===== src/rtl/cordic_vectoring_if.sv =====
// Request/result bundle for the vectoring CORDIC: operands in, phase/magnitude out,
// with the start/recived/valid handshake.
interface cordic_vectoring_if #(
    parameter int ANGLE_W = 18
);
    logic                      start;
    logic signed [15:0]        x_in;
    logic signed [15:0]        y_in;
    logic signed [ANGLE_W-1:0] angle_out;
    logic        [15:0]        mag_out;
    logic                      recived;
    logic                      valid;

    modport master (
        output start, x_in, y_in,
        input  angle_out, mag_out, recived, valid
    );

    modport slave (
        input  start, x_in, y_in,
        output angle_out, mag_out, recived, valid
    );
endinterface


===== src/rtl/cordic_vectoring.sv =====
// Iterative vectoring-mode CORDIC: converts (x,y) into atan2 phase and gain-compensated
// magnitude, using the same angle scale and arctangent table as the rotation CORDIC.
module cordic_vectoring #(
    parameter int NUMBER_OF_ITERATIONS = 16,
    parameter int ANGLE_W              = 18
) (
    input  logic             clk,
    input  logic             rst_n,
    cordic_vectoring_if.slave bus
);

    typedef enum logic [2:0] {
        IDLE   = 3'd0,
        INIT   = 3'd1,
        CHECK  = 3'd2,
        ROTATE = 3'd3,
        SCALE  = 3'd4,
        DONE   = 3'd5
    } state_t;

    localparam logic [4:0]                N_ITER    = 5'(NUMBER_OF_ITERATIONS);
    localparam logic signed [ANGLE_W-1:0] ANGLE_PI  = ANGLE_W'(17'h10000);
    localparam logic [15:0]               GAIN_COMP = 16'h4DBA;

    function automatic logic [15:0] atan_lut(input logic [3:0] idx);
        logic [15:0] val;
        case (idx)
            4'd0:    val = 16'h4000;
            4'd1:    val = 16'h25C8;
            4'd2:    val = 16'h13F6;
            4'd3:    val = 16'h0A22;
            4'd4:    val = 16'h0516;
            4'd5:    val = 16'h028B;
            4'd6:    val = 16'h0145;
            4'd7:    val = 16'h00A2;
            4'd8:    val = 16'h0051;
            4'd9:    val = 16'h0029;
            4'd10:   val = 16'h0014;
            4'd11:   val = 16'h000A;
            4'd12:   val = 16'h0005;
            4'd13:   val = 16'h0003;
            4'd14:   val = 16'h0002;
            4'd15:   val = 16'h0001;
            default: val = 16'h0000;
        endcase
        return val;
    endfunction

    state_t                    state_r;
    state_t                    state_nxt_s;
    logic signed [17:0]        xw_r;
    logic signed [17:0]        yw_r;
    logic signed [ANGLE_W-1:0] zw_r;
    logic        [4:0]         i_r;
    logic                      zero_r;

    logic signed [17:0]        xs_s;
    logic signed [17:0]        ys_s;
    logic signed [ANGLE_W-1:0] atan_s;
    logic        [33:0]        mag_prod_s;
    logic        [15:0]        mag_scaled_s;

    // Shifted operands, current table angle and the gain-compensated magnitude.
    always_comb begin
        xs_s         = xw_r >>> i_r;
        ys_s         = yw_r >>> i_r;
        atan_s       = signed'({{(ANGLE_W-16){1'b0}}, atan_lut(i_r[3:0])});
        mag_prod_s   = {16'd0, xw_r} * {18'd0, GAIN_COMP};
        mag_scaled_s = 16'(mag_prod_s >> 15);
    end

    // State register.
    always_ff @(posedge clk or negedge rst_n) begin
        if (!rst_n) begin
            state_r <= IDLE;
        end else begin
            state_r <= state_nxt_s;
        end
    end

    // Next-state logic; a zero vector still passes through INIT so recived gets its clear cycle.
    always_comb begin
        state_nxt_s = state_r;
        case (state_r)
            IDLE: begin
                if (bus.start) state_nxt_s = INIT;
                else           state_nxt_s = IDLE;
            end
            INIT: begin
                if (zero_r) state_nxt_s = DONE;
                else        state_nxt_s = CHECK;
            end
            CHECK: begin
                if (i_r < N_ITER) state_nxt_s = ROTATE;
                else              state_nxt_s = SCALE;
            end
            ROTATE:  state_nxt_s = CHECK;
            SCALE:   state_nxt_s = DONE;
            DONE: begin
                if (bus.start) state_nxt_s = DONE;
                else           state_nxt_s = IDLE;
            end
            default: state_nxt_s = IDLE;
        endcase
    end

    // Datapath and registered outputs; results change only in SCALE or the zero shortcut.
    always_ff @(posedge clk or negedge rst_n) begin
        if (!rst_n) begin
            xw_r          <= 18'sd0;
            yw_r          <= 18'sd0;
            zw_r          <= '0;
            i_r           <= 5'd0;
            zero_r        <= 1'b0;
            bus.angle_out <= '0;
            bus.mag_out   <= 16'd0;
            bus.recived   <= 1'b0;
            bus.valid     <= 1'b0;
        end else begin
            case (state_r)
                IDLE: begin
                    bus.valid <= 1'b0;
                    if (bus.start) begin
                        bus.recived <= 1'b1;
                        xw_r        <= {{2{bus.x_in[15]}}, bus.x_in};
                        yw_r        <= {{2{bus.y_in[15]}}, bus.y_in};
                        zero_r      <= (bus.x_in == 16'sd0) && (bus.y_in == 16'sd0);
                        if ((bus.x_in == 16'sd0) && (bus.y_in == 16'sd0)) begin
                            bus.angle_out <= '0;
                            bus.mag_out   <= 16'd0;
                        end
                    end
                end
                INIT: begin
                    bus.recived <= 1'b0;
                    i_r         <= 5'd0;
                    // Left half-plane: rotate by pi so the iterations only see |angle| <= pi/2.
                    if (xw_r[17]) begin
                        xw_r <= -xw_r;
                        yw_r <= -yw_r;
                        zw_r <= yw_r[17] ? -ANGLE_PI : ANGLE_PI;
                    end else begin
                        zw_r <= '0;
                    end
                end
                ROTATE: begin
                    if (!yw_r[17]) begin
                        xw_r <= xw_r + ys_s;
                        yw_r <= yw_r - xs_s;
                        zw_r <= zw_r + atan_s;
                    end else begin
                        xw_r <= xw_r - ys_s;
                        yw_r <= yw_r + xs_s;
                        zw_r <= zw_r - atan_s;
                    end
                    i_r <= i_r + 5'd1;
                end
                SCALE: begin
                    bus.angle_out <= zw_r;
                    bus.mag_out   <= mag_scaled_s;
                end
                DONE: begin
                    bus.valid   <= 1'b1;
                    bus.recived <= 1'b0;
                end
                default: begin
                    bus.valid <= 1'b0;
                end
            endcase
        end
    end

endmodule

===== src/flat_wrapper.sv =====
// flat-port wrapper written by rule: the top's interface ports become plain ports
module cordic_vectoring_flat 
#(
    parameter int NUMBER_OF_ITERATIONS = 16,
    parameter int ANGLE_W              = 18
)
  (clk, rst_n, bus_start, bus_x_in, bus_y_in, bus_angle_out, bus_mag_out, bus_recived, bus_valid);
  cordic_vectoring_if #(.ANGLE_W(ANGLE_W)) bus_i ();
  input  logic clk;
  input  logic rst_n;
  input wire logic [$bits(bus_i.start)-1:0] bus_start;
  input wire logic [$bits(bus_i.x_in)-1:0] bus_x_in;
  input wire logic [$bits(bus_i.y_in)-1:0] bus_y_in;
  output wire logic [$bits(bus_i.angle_out)-1:0] bus_angle_out;
  output wire logic [$bits(bus_i.mag_out)-1:0] bus_mag_out;
  output wire logic [$bits(bus_i.recived)-1:0] bus_recived;
  output wire logic [$bits(bus_i.valid)-1:0] bus_valid;
  assign bus_i.start = bus_start;
  assign bus_i.x_in = bus_x_in;
  assign bus_i.y_in = bus_y_in;
  assign bus_angle_out = bus_i.angle_out;
  assign bus_mag_out = bus_i.mag_out;
  assign bus_recived = bus_i.recived;
  assign bus_valid = bus_i.valid;
  cordic_vectoring #(.NUMBER_OF_ITERATIONS(NUMBER_OF_ITERATIONS), .ANGLE_W(ANGLE_W)) u_core (.clk(clk), .rst_n(rst_n), .bus(bus_i));
endmodule

===== config.mk =====
export PLATFORM = sky130hd
export DESIGN_NAME = cordic_vectoring_flat
export DESIGN_NICKNAME = d
export VERILOG_FILES = /design/src/rtl/cordic_vectoring_if.sv /design/src/rtl/cordic_vectoring.sv /design/src/flat_wrapper.sv
export SDC_FILE = /design/constraint.sdc
export NUM_CORES = 1
export LEC_CHECK = 0
export ABC_AREA = 1
export BUFFER_PORTS_ARGS = -buffer_cell sky130_fd_sc_hd__buf_4
export CAP_MARGIN = 30
export CORE_AREA = 3 3 214 216
export CTS_BUF_LIST = sky130_fd_sc_hd__clkbuf_8 sky130_fd_sc_hd__clkbuf_16
export DETAILED_ROUTE_END_ITERATION = 6
export DIE_AREA = 0 0 217 219
export MAX_ROUTING_LAYER = met4
export SLEW_MARGIN = 0
export SYNTH_ARGS = -nofsm -noshare
export SYNTH_HDL_FRONTEND = slang
export SYNTH_SLANG_ARGS = --single-unit
export TNS_END_PERCENT = 5

===== constraint.sdc =====
create_clock -name clk -period 10.3 [get_ports clk]
set_clock_uncertainty 0.05 [all_clocks]
set_input_delay 0 -clock clk [delete_from_list [all_inputs] [get_ports clk]]
set_output_delay 0 -clock clk [all_outputs]
set_load 0.005 [all_outputs]

==> impl_metrics.ini <==
[synth]
avgSynthCellArea_um2 = 6.98
ys.flop_type = dfrtp_1
syn_nets = 2530
synth_seq_cells = 99
syn_area_mm2 = 0.0153
syn_inst = 2197
ys_seq_area_share_pct = 16.2
synth_warnings = 0
synthDistinctLibCells = 54
synth-edff-count = 0
ys_async_sr_fraction_pct = 100

[worst_setup_path]
r2r_cells = 21
endpoint_kind = register
required_ns = 10.54
rrSetupSlack_ns = 4.26
cpPeakStageDelay_ns = 0.57
r2r_start = u_core.xw_r[14]
worstReg2RegEnd = u_core.bus.mag_out[14]
critPathMostFrequentCell = inv_1
path_cells = inv_1 -> fa_1 -> inv_1 -> ha_1 -> inv_1 -> fa_1 -> inv_1 -> fa_1 -> fa_1 -> inv_1 -> fa_1 -> inv_1 -> ha_1 -> a21oi_1 -> o21ai_0 -> a21oi_1 -> nand3_1 -> a21oi_1 -> or2_2 -> a21oi_1 -> o21ai_0
crit_type = reg2reg
arrival_ns = 6.28
slowest_stage = dfrtp_1
critPathMaxFanout = 9
worstSetupStartpointType = register

[clocking]
clockRootBuffer = clkbuf_16
cts_sinks = 99
ctsHoldBuffers = 33
clkLatencyLatePin_ns = 0.39
cts_setup_buffers = 0
cts_buffers = 9
clk_pin_slew_ns = 0.08
cts_max_level = 3
cts_tree = done
clk_path_buf_depth = 2
cts_resized = 0

[layout]
layout.cells.non_filler = 2861
n_antenna_cell = 0
multi_input_area_mm2 = 0.0112
fin_nets = 2597
n_fill_cell = 4701
area_growth_pct = 11.1
postLayoutCellArea_mm2 = 0.0170
final_cell_mix = nand2_1 (491), inv_1 (349), nand3_1 (198)
drive_gt1_share_pct = 6.48
final_common_cell = nand2_1
seqCellArea_mm2 = 0.00248

[placement]
numPortBuffers = 70
dp_cells = 2812
gp_congestion = 0.899
place_area_mm2 = 0.0164
place_hpwl_um = 37300

[flow_run]
drv_cap = 0

[timing]
tns_ns = 0
fin_crit_sh_pct = 58.6
maxSlewHeadroom_pct = 29.8
hold_viol_final = 0
rsz0062_at_grt = no
finalHoldWorstSlack_ns = 0.0721
slew_viol_final = 0
fmax_ghz = 0.166
fin_crit_ns = 6.04
tightest_slew_ns = 1.05
setup_viol = 0

[route]
drc = 0
vias = 14700
ant_nets = 0
dr.pass1.iters = 6
avgRoutedWirePerCell_um = 16.4
routed_wl_um = 47000
avgViaCountPerCell = 5.15
drt-initial-drc-count = 961

[floorplanning]
core-area_mm2 = 0.0441
die_w_um = 217
rows = 77
io-pin-count = 71
initial_core_util_pct = 34.7
die-area_mm2 = 0.0475
die_h_um = 219

[global_routing]
gr-total-overflow = 0
grt_util_all_layers_pct = 20.5
grt_max_degree = 65
antenna_found_initial = 0
grt_pass1_wl_um = 75800
grt_pass1_vias = 14800

[worst_hold_path]
hp-class = in2async

[run_status]
status = completed
==> layer usage <==
metal	GRT usage (%)	vias up	wire length, um
li1	-	7360	-
met1	24.7	6983	20900
met5	-	-	0
met3	2.28	68	1700
met4	5.98	0	1170
met2	36.4	323	23300
==> kinds of logic after synthesis <==
logic type,Yosys count,synth area share [%]
flip-flops,99,16.2
AO/OA/AOI/OAI,448,16.0
XOR/XNOR,52,2.97
adder cells (fa/ha/maj),298,29.5
AND/OR/NAND/NOR,875,24.4
buffers and inverters,425,11.0
==> cell usage after synthesis (2+ instances only) <==
| master | count | area (um^2) |
|---|---|---|
| o311ai_0 | 2 | 17.5 |
| buf_2 | 18 | 90.1 |
| a31oi_1 | 12 | 75.1 |
| o41ai_1 | 2 | 17.5 |
| buf_6 | 7 | 78.8 |
| inv_1 | 349 | 1310 |
| o31ai_1 | 6 | 45.0 |
| nand3b_1 | 2 | 15.0 |
| inv_2 | 8 | 30.0 |
| dfrtp_1 | 99 | 2480 |
| xor2_1 | 33 | 289 |
| o21ai_1 | 12 | 60.1 |
| o221ai_1 | 5 | 43.8 |
| nor2_2 | 14 | 87.6 |
| or2_2 | 7 | 43.8 |
| a21oi_2 | 2 | 17.5 |
| a21oi_1 | 163 | 816 |
| clkbuf_1 | 30 | 113 |
| a22oi_1 | 2 | 15.0 |
| nand3_2 | 4 | 40.0 |
| o2111ai_1 | 5 | 43.8 |
| nor2_4 | 3 | 33.8 |
| ha_1 | 193 | 2410 |
| o32ai_1 | 2 | 17.5 |
| clkinv_1 | 6 | 22.5 |
| nor4_1 | 12 | 75.1 |
| a22o_1 | 2 | 17.5 |
| nand4_1 | 14 | 87.6 |
| o22ai_1 | 14 | 87.6 |
| fa_1 | 105 | 2100 |
| o211ai_1 | 9 | 67.6 |
| a21o_1 | 5 | 37.5 |
| o21bai_1 | 5 | 37.5 |
| buf_1 | 3 | 11.3 |
| xnor2_1 | 19 | 166 |
| o21ai_2 | 2 | 17.5 |
| nor3_1 | 12 | 60.1 |
| o21ai_0 | 189 | 946 |
| nor2_1 | 112 | 420 |
| nand2_1 | 491 | 1840 |
| buf_4 | 3 | 22.5 |
| nand3_1 | 198 | 991 |
| o21a_1 | 5 | 37.5 |
==> per-stage QoR <==
stage                     setup slack, ns  util, %
final                                4.26     38.6
after CTS                            4.27     38.6
after global routing                 3.87     38.6
after global placement               4.37     37.2
after floorplan                      4.90        -
after detailed placement             4.31     37.2
==> cell type report <==
cell class                 instances  share of cell area [%]
multi-input combinational       1673                    65.6
sequential                        99                    14.5
inverter                         364                    8.03
timing repair buffer             117                    5.64
tap                              592                    4.35
clock buffer                      10                    1.40
clock inverter                     6                   0.404
==> flip-flops by register name (all words and copies together), names as in the netlist <==
register / cells
u_core.bus.angle_out: 18
u_core.xw_r: 18
u_core.yw_r: 18
u_core.zw_r: 18
u_core.bus.mag_out: 16
u_core.i_r: 5
u_core.state_r: 3
u_core.bus.recived: 1
u_core.bus.valid: 1
u_core.zero_r: 1
==> worst max-delay path: cells and delay by family, from the launching register on <==
| kind | cells | cell delay (ns) |
|---|---|---|
| fa+ha+maj | 7 | 3.23 |
| compound gates | 6 | 1.12 |
| flops | 1 | 0.57 |
| buf+inv | 6 | 0.58 |
| simple gates | 2 | 0.39 |
==> worst max-delay path by stage <==
stage,to,from
2_1_floorplan,u_core.bus.mag_out[11],u_core.xw_r[7]
3_5_place_dp,u_core.bus.mag_out[14],u_core.xw_r[14]
3_3_place_gp,u_core.bus.mag_out[14],u_core.xw_r[14]
6_report,u_core.bus.mag_out[14],u_core.xw_r[14]
4_1_cts,u_core.bus.mag_out[14],u_core.xw_r[15]
5_1_grt,u_core.bus.mag_out[11],u_core.xw_r[7]
Power is not shown: default switching activity piles up to over one toggle a cycle in this logic, so the estimate is an artifact.
